===== config.mk =====
export PLATFORM = sky130hd
export DESIGN_NAME = type_buffer
export DESIGN_NICKNAME = d
export VERILOG_FILES = /design/src/rtl/type_buffer.sv
export SDC_FILE = /design/constraint.sdc
export NUM_CORES = 1
export LEC_CHECK = 0
export BUFFER_PORTS_ARGS = -buffer_cell sky130_fd_sc_hd__buf_2
export CAP_MARGIN = 10
export CORE_UTILIZATION = 33
export CTS_CLUSTER_DIAMETER = 50
export CTS_CLUSTER_SIZE = 14
export DETAILED_ROUTE_END_ITERATION = 8
export HOLD_SLACK_MARGIN = 0.12
export REMOVE_ABC_BUFFERS = 1
export SLEW_MARGIN = 30
export SYNTH_ARGS = -nofsm -noshare
export SYNTH_HDL_FRONTEND = slang
export SYNTH_SLANG_ARGS = --single-unit

===== constraint.sdc =====
create_clock -name clk -period 16.83 [get_ports clk]
set_clock_uncertainty 0.1 [all_clocks]
set_input_delay 1.683 -clock clk [delete_from_list [all_inputs] [get_ports clk]]
set_output_delay 1.683 -clock clk [all_outputs]
set_load 0.03 [all_outputs]

===== src/rtl/type_buffer.sv =====
// Typed-line buffer for the typing race: edits the current line from decoded key events and
// tracks matched prefix, word commits and keystroke/error counts. Optional: STRICT_SPACE_EN.
// The typed-text output is named type_text because `type` is a reserved word.
module type_buffer #(
    parameter int unsigned MAX_LEN     = 25,
    parameter int unsigned TGT_LEN     = 15,
    parameter int unsigned WORDS_TOTAL = 5
) (
    input  logic                   clk,
    input  logic                   rst,
    input  logic                   key_valid,
    input  logic [4:0]             key_code,
    input  logic                   key_bs,
    input  logic                   key_space,
    input  logic [5*TGT_LEN-1:0]   target_word,
    input  logic [4:0]             target_len,
    output logic [5*MAX_LEN-1:0]   type_text,
    output logic [4:0]             correct,
    output logic [4:0]             tot,
    output logic                   word_done,
    output logic [2:0]             word_idx,
    output logic                   running,
    output logic                   finished,
    output logic [15:0]            keystrokes,
    output logic [15:0]            errors
);

    typedef enum logic [1:0] {StIdle, StType, StDone} state_e;

    state_e                  state_q, state_d;
    logic [MAX_LEN-1:0][4:0] buf_q, buf_d;
    logic [4:0]              tot_q, tot_d, correct_q, correct_d;
    logic [15:0]             ks_q, ks_d, err_q, err_d;
    logic [2:0]              widx_q, widx_d;
    logic                    done_q, done_d;
    logic                    commit, exact, active;
    logic [4:0]              cur_match, tgt_char;

    // Length of the leading run of buffer chars that equal the target, capped by both lengths.
    function automatic logic [4:0] prefix_len(input logic [MAX_LEN-1:0][4:0] b,
                                              input logic [4:0] n,
                                              input logic [5*TGT_LEN-1:0] t,
                                              input logic [4:0] tl);
        logic [4:0] cnt;
        logic       stop;
        cnt  = 5'd0;
        stop = 1'b0;
        for (int k = 0; k < int'(TGT_LEN); k++) begin
            if (!stop && (5'(k) < n) && (5'(k) < tl) && (b[k] == t[5*k +: 5])) begin
                cnt = cnt + 5'd1;
            end else begin
                stop = 1'b1;
            end
        end
        return cnt;
    endfunction

    function automatic logic [15:0] sat_add(input logic [15:0] a, input logic [15:0] b);
        logic [16:0] s;
        s = {1'b0, a} + {1'b0, b};
        return s[16] ? 16'hFFFF : s[15:0];
    endfunction

    always_comb begin
        buf_d     = buf_q;
        tot_d     = tot_q;
        ks_d      = ks_q;
        err_d     = err_q;
        widx_d    = widx_q;
        done_d    = 1'b0;
        commit    = 1'b0;
        correct_d = correct_q;
        cur_match = prefix_len(buf_q, tot_q, target_word, target_len);
        exact     = (tot_q == target_len) && (cur_match == target_len);
        active    = key_valid && (state_q != StDone);
        tgt_char  = 5'd0;
        for (int k = 0; k < int'(TGT_LEN); k++) begin
            if (5'(k) == tot_q) tgt_char = target_word[5*k +: 5];
        end

        if (active) begin
            if (key_bs) begin
                if (state_q == StType && tot_q != 5'd0) begin
                    buf_d[tot_q - 5'd1] = 5'd0;
                    tot_d               = tot_q - 5'd1;
                end
            end else if (key_space) begin
                if (state_q == StType) begin
`ifdef STRICT_SPACE_EN
                    if (exact) commit = 1'b1;
                    else       err_d  = sat_add(err_q, 16'd1);
`else
                    // A premature commit charges every unmatched target position as an error.
                    if (tot_q != 5'd0) begin
                        commit = 1'b1;
                        err_d  = sat_add(err_q, {11'd0, target_len - cur_match});
                    end
`endif
                end
            end else if (key_code != 5'd0) begin
                if (tot_q < 5'(MAX_LEN)) begin
                    buf_d[tot_q] = key_code;
                    tot_d        = tot_q + 5'd1;
                    ks_d         = sat_add(ks_q, 16'd1);
                    if (tot_q >= target_len || key_code != tgt_char) err_d = sat_add(err_q, 16'd1);
                end
            end

            if (commit) begin
                buf_d  = '0;
                tot_d  = 5'd0;
                done_d = 1'b1;
                widx_d = widx_q + 3'd1;
            end
            correct_d = prefix_len(buf_d, tot_d, target_word, target_len);
        end
    end

    always_ff @(posedge clk or negedge rst) begin
        if (!rst) state_q <= StIdle;
        else      state_q <= state_d;
    end

    always_comb begin
        state_d = state_q;
        case (state_q)
            StIdle:  if (key_valid && !key_bs && !key_space && key_code != 5'd0) state_d = StType;
            StType:  if (commit && widx_d == 3'(WORDS_TOTAL)) state_d = StDone;
            StDone:  state_d = StDone;
            default: state_d = StIdle;
        endcase
    end

    always_comb begin
        running  = (state_q == StType);
        finished = (state_q == StDone);
    end

    always_ff @(posedge clk or negedge rst) begin
        if (!rst) begin
            buf_q     <= '0;
            tot_q     <= 5'd0;
            correct_q <= 5'd0;
            ks_q      <= 16'd0;
            err_q     <= 16'd0;
            widx_q    <= 3'd0;
            done_q    <= 1'b0;
        end else begin
            buf_q     <= buf_d;
            tot_q     <= tot_d;
            correct_q <= correct_d;
            ks_q      <= ks_d;
            err_q     <= err_d;
            widx_q    <= widx_d;
            done_q    <= done_d;
        end
    end

    assign type_text  = buf_q;
    assign tot        = tot_q;
    assign correct    = correct_q;
    assign keystrokes = ks_q;
    assign errors     = err_q;
    assign word_idx   = widx_q;
    assign word_done  = done_q;

endmodule


### Yosys cells after proc, flatten, opt, wreduce, memory -nomap -nowiden

Cells that the tools add are included.

* reduce and logical (&&, ||, !) cells: 137
* muxes and demuxes: 142
* shift-type cells: 0
* div/mod/pow operators: 0
* $mul: 0
* equal/unequal tests: 57
* order comparisons: 51
* add/sub/neg operators: 35
* bitwise logic cells: 4

Operators by type and width (number)
* 125-bit 2-to-1 mux: 7
* 5-bit 2-to-1 mux: 65
* 5-bit == test: 30
* 16-bit 2-to-1 mux: 9
* 5-bit by 1-bit adder with 5-bit output (second input constant): 28
* 125-bit bitwise AND: 1
* 125-bit bitwise mux: 1
* 125-bit NOT: 1
* 4-bit by 5-bit less-than comparator with 1-bit output (first input constant): 21
* 1-bit logical AND: 96
* 3-bit by 5-bit less-than comparator with 1-bit output (first input constant): 12
* 1-bit 2-to-1 mux: 52
* 5-bit demux with 5-bit select: 2
* 4-bit by 5-bit == test with 1-bit output (first input constant): 7
* 16-bit by 1-bit adder with 17-bit output (second input constant): 2
* 1-bit by 5-bit less-than comparator with 1-bit output (first input constant): 6
* 2-bit by 5-bit less-than comparator with 1-bit output (first input constant): 6
* 1-bit zero test: 29
* 3-bit by 5-bit == test with 1-bit output (first input constant): 4
* 16-bit by 5-bit adder with 17-bit output: 1
* 5-bit by 6-bit less-than comparator with 1-bit output (second input constant): 2
* 4-bit by 2-bit != test with 1-bit output (second input constant): 3
* 2-bit by 5-bit == test with 1-bit output (first input constant): 2
* 5-bit by 1-bit greater-or-equal comparator with 1-bit output (second input constant): 2
* 26 further kinds: 37

* word-level logic and storage cells: 458
* output and inout port bits: 173
* bits in latches: 0
* flip-flop bits (word level): 173
* ROM bits: 0
* RAM bits: 0
* input port bits: 90
* memories kept: 0

### Depth between registers and ports, before layout

* depth in word-level cells: 98
* depth in mapped cells: 67
* gate-level depth less buffers: 62

### Least setup slack after synthesis

Ideal clock, no wire load.

* kind: input to register
* from: input port target_len[1]
* to: register err_q[15], in the netlist errors[15]
* required time: 16.642 ns
* setup slack: 2.731 ns
* arrival time: 13.911 ns
* stages: 64
* library setup time: 0.088 ns
* path through: clkbuf_1 -> nor2_1 -> nand3_1 -> nor2_1 -> nor4_1 -> inv_1 -> nor2_1 -> ha_1 -> o211ai_1 -> or4b_2 -> clkbuf_1 -> xor2_1 -> inv_1 -> ha_1 -> nor2_1 -> o21ai_0 -> ha_1 -> mux2_2 -> (+28 left out) -> a21o_1 -> fa_1 -> inv_1 -> a21o_1 -> a21oi_1 -> xnor2_1 -> xnor2_1 -> xnor2_1 -> xnor3_1 -> xnor2_1 -> xnor2_1 -> ha_1 -> a21oi_1 -> o21ai_0 -> inv_1 -> a221oi_1 -> a41oi_1 -> a41oi_1

* cells in the longest elaborated chain, start to end: 78
* elaborated cells on any way between the ends: 125
* classes of those cells: add/sub: 16; order compare: 16; mux: 33; reduce/logical: 60

Ends and longest elaborated chain
* from (decl): RTL line 16 `input logic [4:0] target_len,`
* parallel branches: the longest is 78 deep, another holds 1-bit by 5-bit less-than comparator with 1-bit output
* to (signal assigned): RTL line 153 `err_q <= err_d;`
* to (decl): RTL line 33 `logic [15:0] ks_q, ks_d, err_q, err_d;`

Several ways; the timed one is not identified. The select of a mux whose other input is x is not followed.
A chain may end at the register's enable or synchronous reset.

### Worst setup path after layout

* from: input port target_len[2]
* to: register err_q[15], in the netlist errors[15]

Same word-level chain as after synthesis.

==> impl_results.md <==
* Status: completed
* Max FO, Critical Path at 8
* Placed cell areas at 18600 um2
* XOR/XNOR Fraction of Synth Area at 10.5%
* Worst slew pin tran at 1.10 ns
* Number of max-cap violations at 0
* Fin util at 39.3%
* Fraction of the mapped netlist area in simple logic gates at 23.8%
* CP Data Arrival Time at 15.76 ns
* Largest buffer count on any clock path at 2
* DRT met1 WL at 32.7 mm
* Pwr dens at 120 nW/um2
* Met2 Wirelength at 33.2 mm
* GRT Total Usage at 30.1%
* Final WL at 77.0 mm
* Uppermost layer routed: met5
* Period utilisation layout at 91.8%
* Clock share of power at 19.9%
* Share of post-route cells with drive strength above 1 at 18.0%
* Met3 Wirelength at 7.56 mm
* WS Path Type: primary input to flip-flop
* Final setup TNS at 0 ns
* Overflow after GRT at 0
* Core footprint at 49200 um2
* Antenna violations before repair at 3
* Pint at 0.00113 W
* Setup crit end kind: flip-flop
* First-pass GRT wire length at 113 mm
* DRC Markers at 0
* Post-synthesis mux area share at 3.71%
* Tightest hold margin at 0.378 ns
* CP peak stage delay at 0.77 ns
* RePlAce Congestion at 0.973
* Syn-to-layout area delta at 17.1%
* H-tree Lvls at 4
* Seq/Total Area, Yosys at 26.2%
* Io pins at 263
* Vias in the first global route at 17520
* Slew Limit Fails at 0
* Initial core utilization at 33.6%
* Total number of vias at 18491
* CTS tree: done
* Largest net degree at the start of global routing at 98
* DRT antenna net count at 0
* DR pass1 iterations at 6
* Top-area cell type share of the netlist area at 26.2%
* RSZ-0062 raised after global routing: false
* Clock root buffer: clkbuf_16
* Worst endpoint required time at 17.14 ns
* Area contributors post-synth: dfrtp_1, nand2_1, xnor2_1, o21ai_0, ha_1
* NetSw at 0.00118 W
* Cts hold-fix bufs at 0
* Wire per inst at 25.5 um
* Adder-cell area share of the yosys netlist at 4.70%
* Yosys warnings at 0
* CTS buffer count at 17
* Post-cts resize count at 0
* Max_slew headroom at 26.5%
* Hold depth at 2
* Synth cell types at 105
* Final Critical Period at 15.45 ns
* Net Sw Frac at 51.0%
* Worst-path clk slew at 0.07 ns
* Post-CTS setup repair buffer count at 0
* Commonest cells in the netlist: nand2_1, nor2_1, dfrtp_1
* Syn_area_per_cell at 7.81 um2
* Crit start category: primary input
* Die Y at 226 um
* Die area at 50900 um2
* # clock sinks at 173
* Final Instance Area at 19300 um2
* FMAX at 0.0647 GHz
* Count leader, synth: nand2_1
* Later-pin clock latency in the skew report at 0.50 ns
* Vias per cell at 6.11
* Die Width at 226 um
* Number of synthesized flops with an enable pin at 0
* Setup violators final at 0
* Sequential fraction of design power at 26.2%
* Final Hold Vio Count at 0
* Std cell rows at 81
* Crit path top cell by count: ha_1
* Mapped Area at 16500 um2
* DP HPWL at 58.8 mm
* Leak pwr at 8.47 nW
* Asr flop ratio synth at 100%
* Detailed Route Iter0 Violations at 2056
* Final nets at 2496
* Mapped Cells at 2113
* IO buf count at 262
* Largest family of logic cells by synthesized area: compound AO/OA/AOI/OAI gates
* Comb power frac at 53.9%
* HP Class: flip-flop to flip-flop
* Yosys reg bits at 173
* Register-to-Register Path Depth at 62
* Maximum VDD drop at 114 uV
* Worst path slowest cell: or4b_2
* Post-synthesis compound-gate area fraction at 26.4%
* Top FF cell, synth: dfrtp_1
* Cell accounting for the most synthesized area: dfrtp_1
worst max-delay path, delay by kind of cell:
kind | cells | cell delay, ns
buf+inv | 8 | 1.06
simple gates | 13 | 2.57
fa+ha+maj | 15 | 4.70
compound gates | 14 | 2.65
mux | 6 | 1.53
xor+xnor | 7 | 1.56
flip-flops by register name, summed over array words and instances (netlist names):
register,count
errors,16
word_done,1
type_text,125
keystrokes,16
correct,5
tot,5
state_q,2
word_idx,3
cells by family (layout without fill, tap and decap cells):
logic type / after synthesis / in the layout
simple gates: 794 / 794
compound gates: 648 / 648
xor+xnor: 191 / 191
buf+inv: 188 / 434
flops: 173 / 173
fa+ha+maj: 61 / 61
mux: 58 / 58
other cells: 0 / 1
cell type report:
class	count	area [um2]
Antenna cell	1	2.50
Clock buffer	18	439
Clock inverter	14	225
Fill cell	5130	29800
Inverter	86	323
Multi-Input combinational cell	1752	11400
Sequential cell	173	4330
Tap cell	664	831
Timing Repair Buffer	316	1730
final timing paths:
| kind | endpoint | from | slack, ns |
|---|---|---|---|
| min in group asynchronous | errors[0]$_DFFE_PN0P_ | rst | 1.11 |
| setup reg to reg | errors[15]$_DFFE_PN0P_ | tot[1]$_DFFE_PN0P_ | 1.48 |
| setup / recovery | errors[15]$_DFFE_PN0P_ | target_len[2] | 1.38 |
| hold / removal | type_text[100]$_DFFE_PN0P_ | type_text[100]$_DFFE_PN0P_ | 0.38 |
| max in group asynchronous | type_text[22]$_DFFE_PN0P_ | rst | 14.35 |
| hold reg to reg | type_text[100]$_DFFE_PN0P_ | type_text[100]$_DFFE_PN0P_ | 0.38 |
routing by layer:
layer / GRT usage (%) / up-vias
met1: 40.0 / 9024
met5: 0 / -
met2: 45.7 / 1012
met3: 7.49 / 189
li1: - / 8262
met4: 13.6 / 4
through the flow:
stage / setup WS (ns) / total power, W / cells
finish: 1.38 / 0.00231 / 3024
global route: 0.420 / 0.00240 / 3024
CTS: 1.55 / 0.00228 / 3023
detailed placement: 1.05 / 0.00181 / 2991
global placement: 1.59 / 0.00181 / 2991
floorplan: 2.93 / 0.00132 / 2011
power by group through the flow:
| stage | clock network, W | registers [W] | logic, W |
|---|---|---|---|
| floorplan | 0 | 0.000711 | 0.000605 |
| CTS | 0.000472 | 0.000601 | 0.00121 |
| global route | 0.000485 | 0.000615 | 0.00130 |
| global placement | 0 | 0.000607 | 0.00120 |
| detailed placement | 0 | 0.000609 | 0.00120 |
| finish | 0.000459 | 0.000606 | 0.00124 |
placed cells by master (no fill, tap or decap), types with 33 or more instances in the layout:
master	instances
mux2i_1	33
dfrtp_1	173
nand3_1	74
buf_4	53
nor3_1	48
nor2_1	180
xor2_1	79
inv_1	81
a22o_1	50
xnor2_1	107
buf_2	261
o22ai_1	34
a21oi_1	141
o21ai_0	160
nand2_1	258
ha_1	58
No activity file was read; power rests on OpenSTA's default activity.
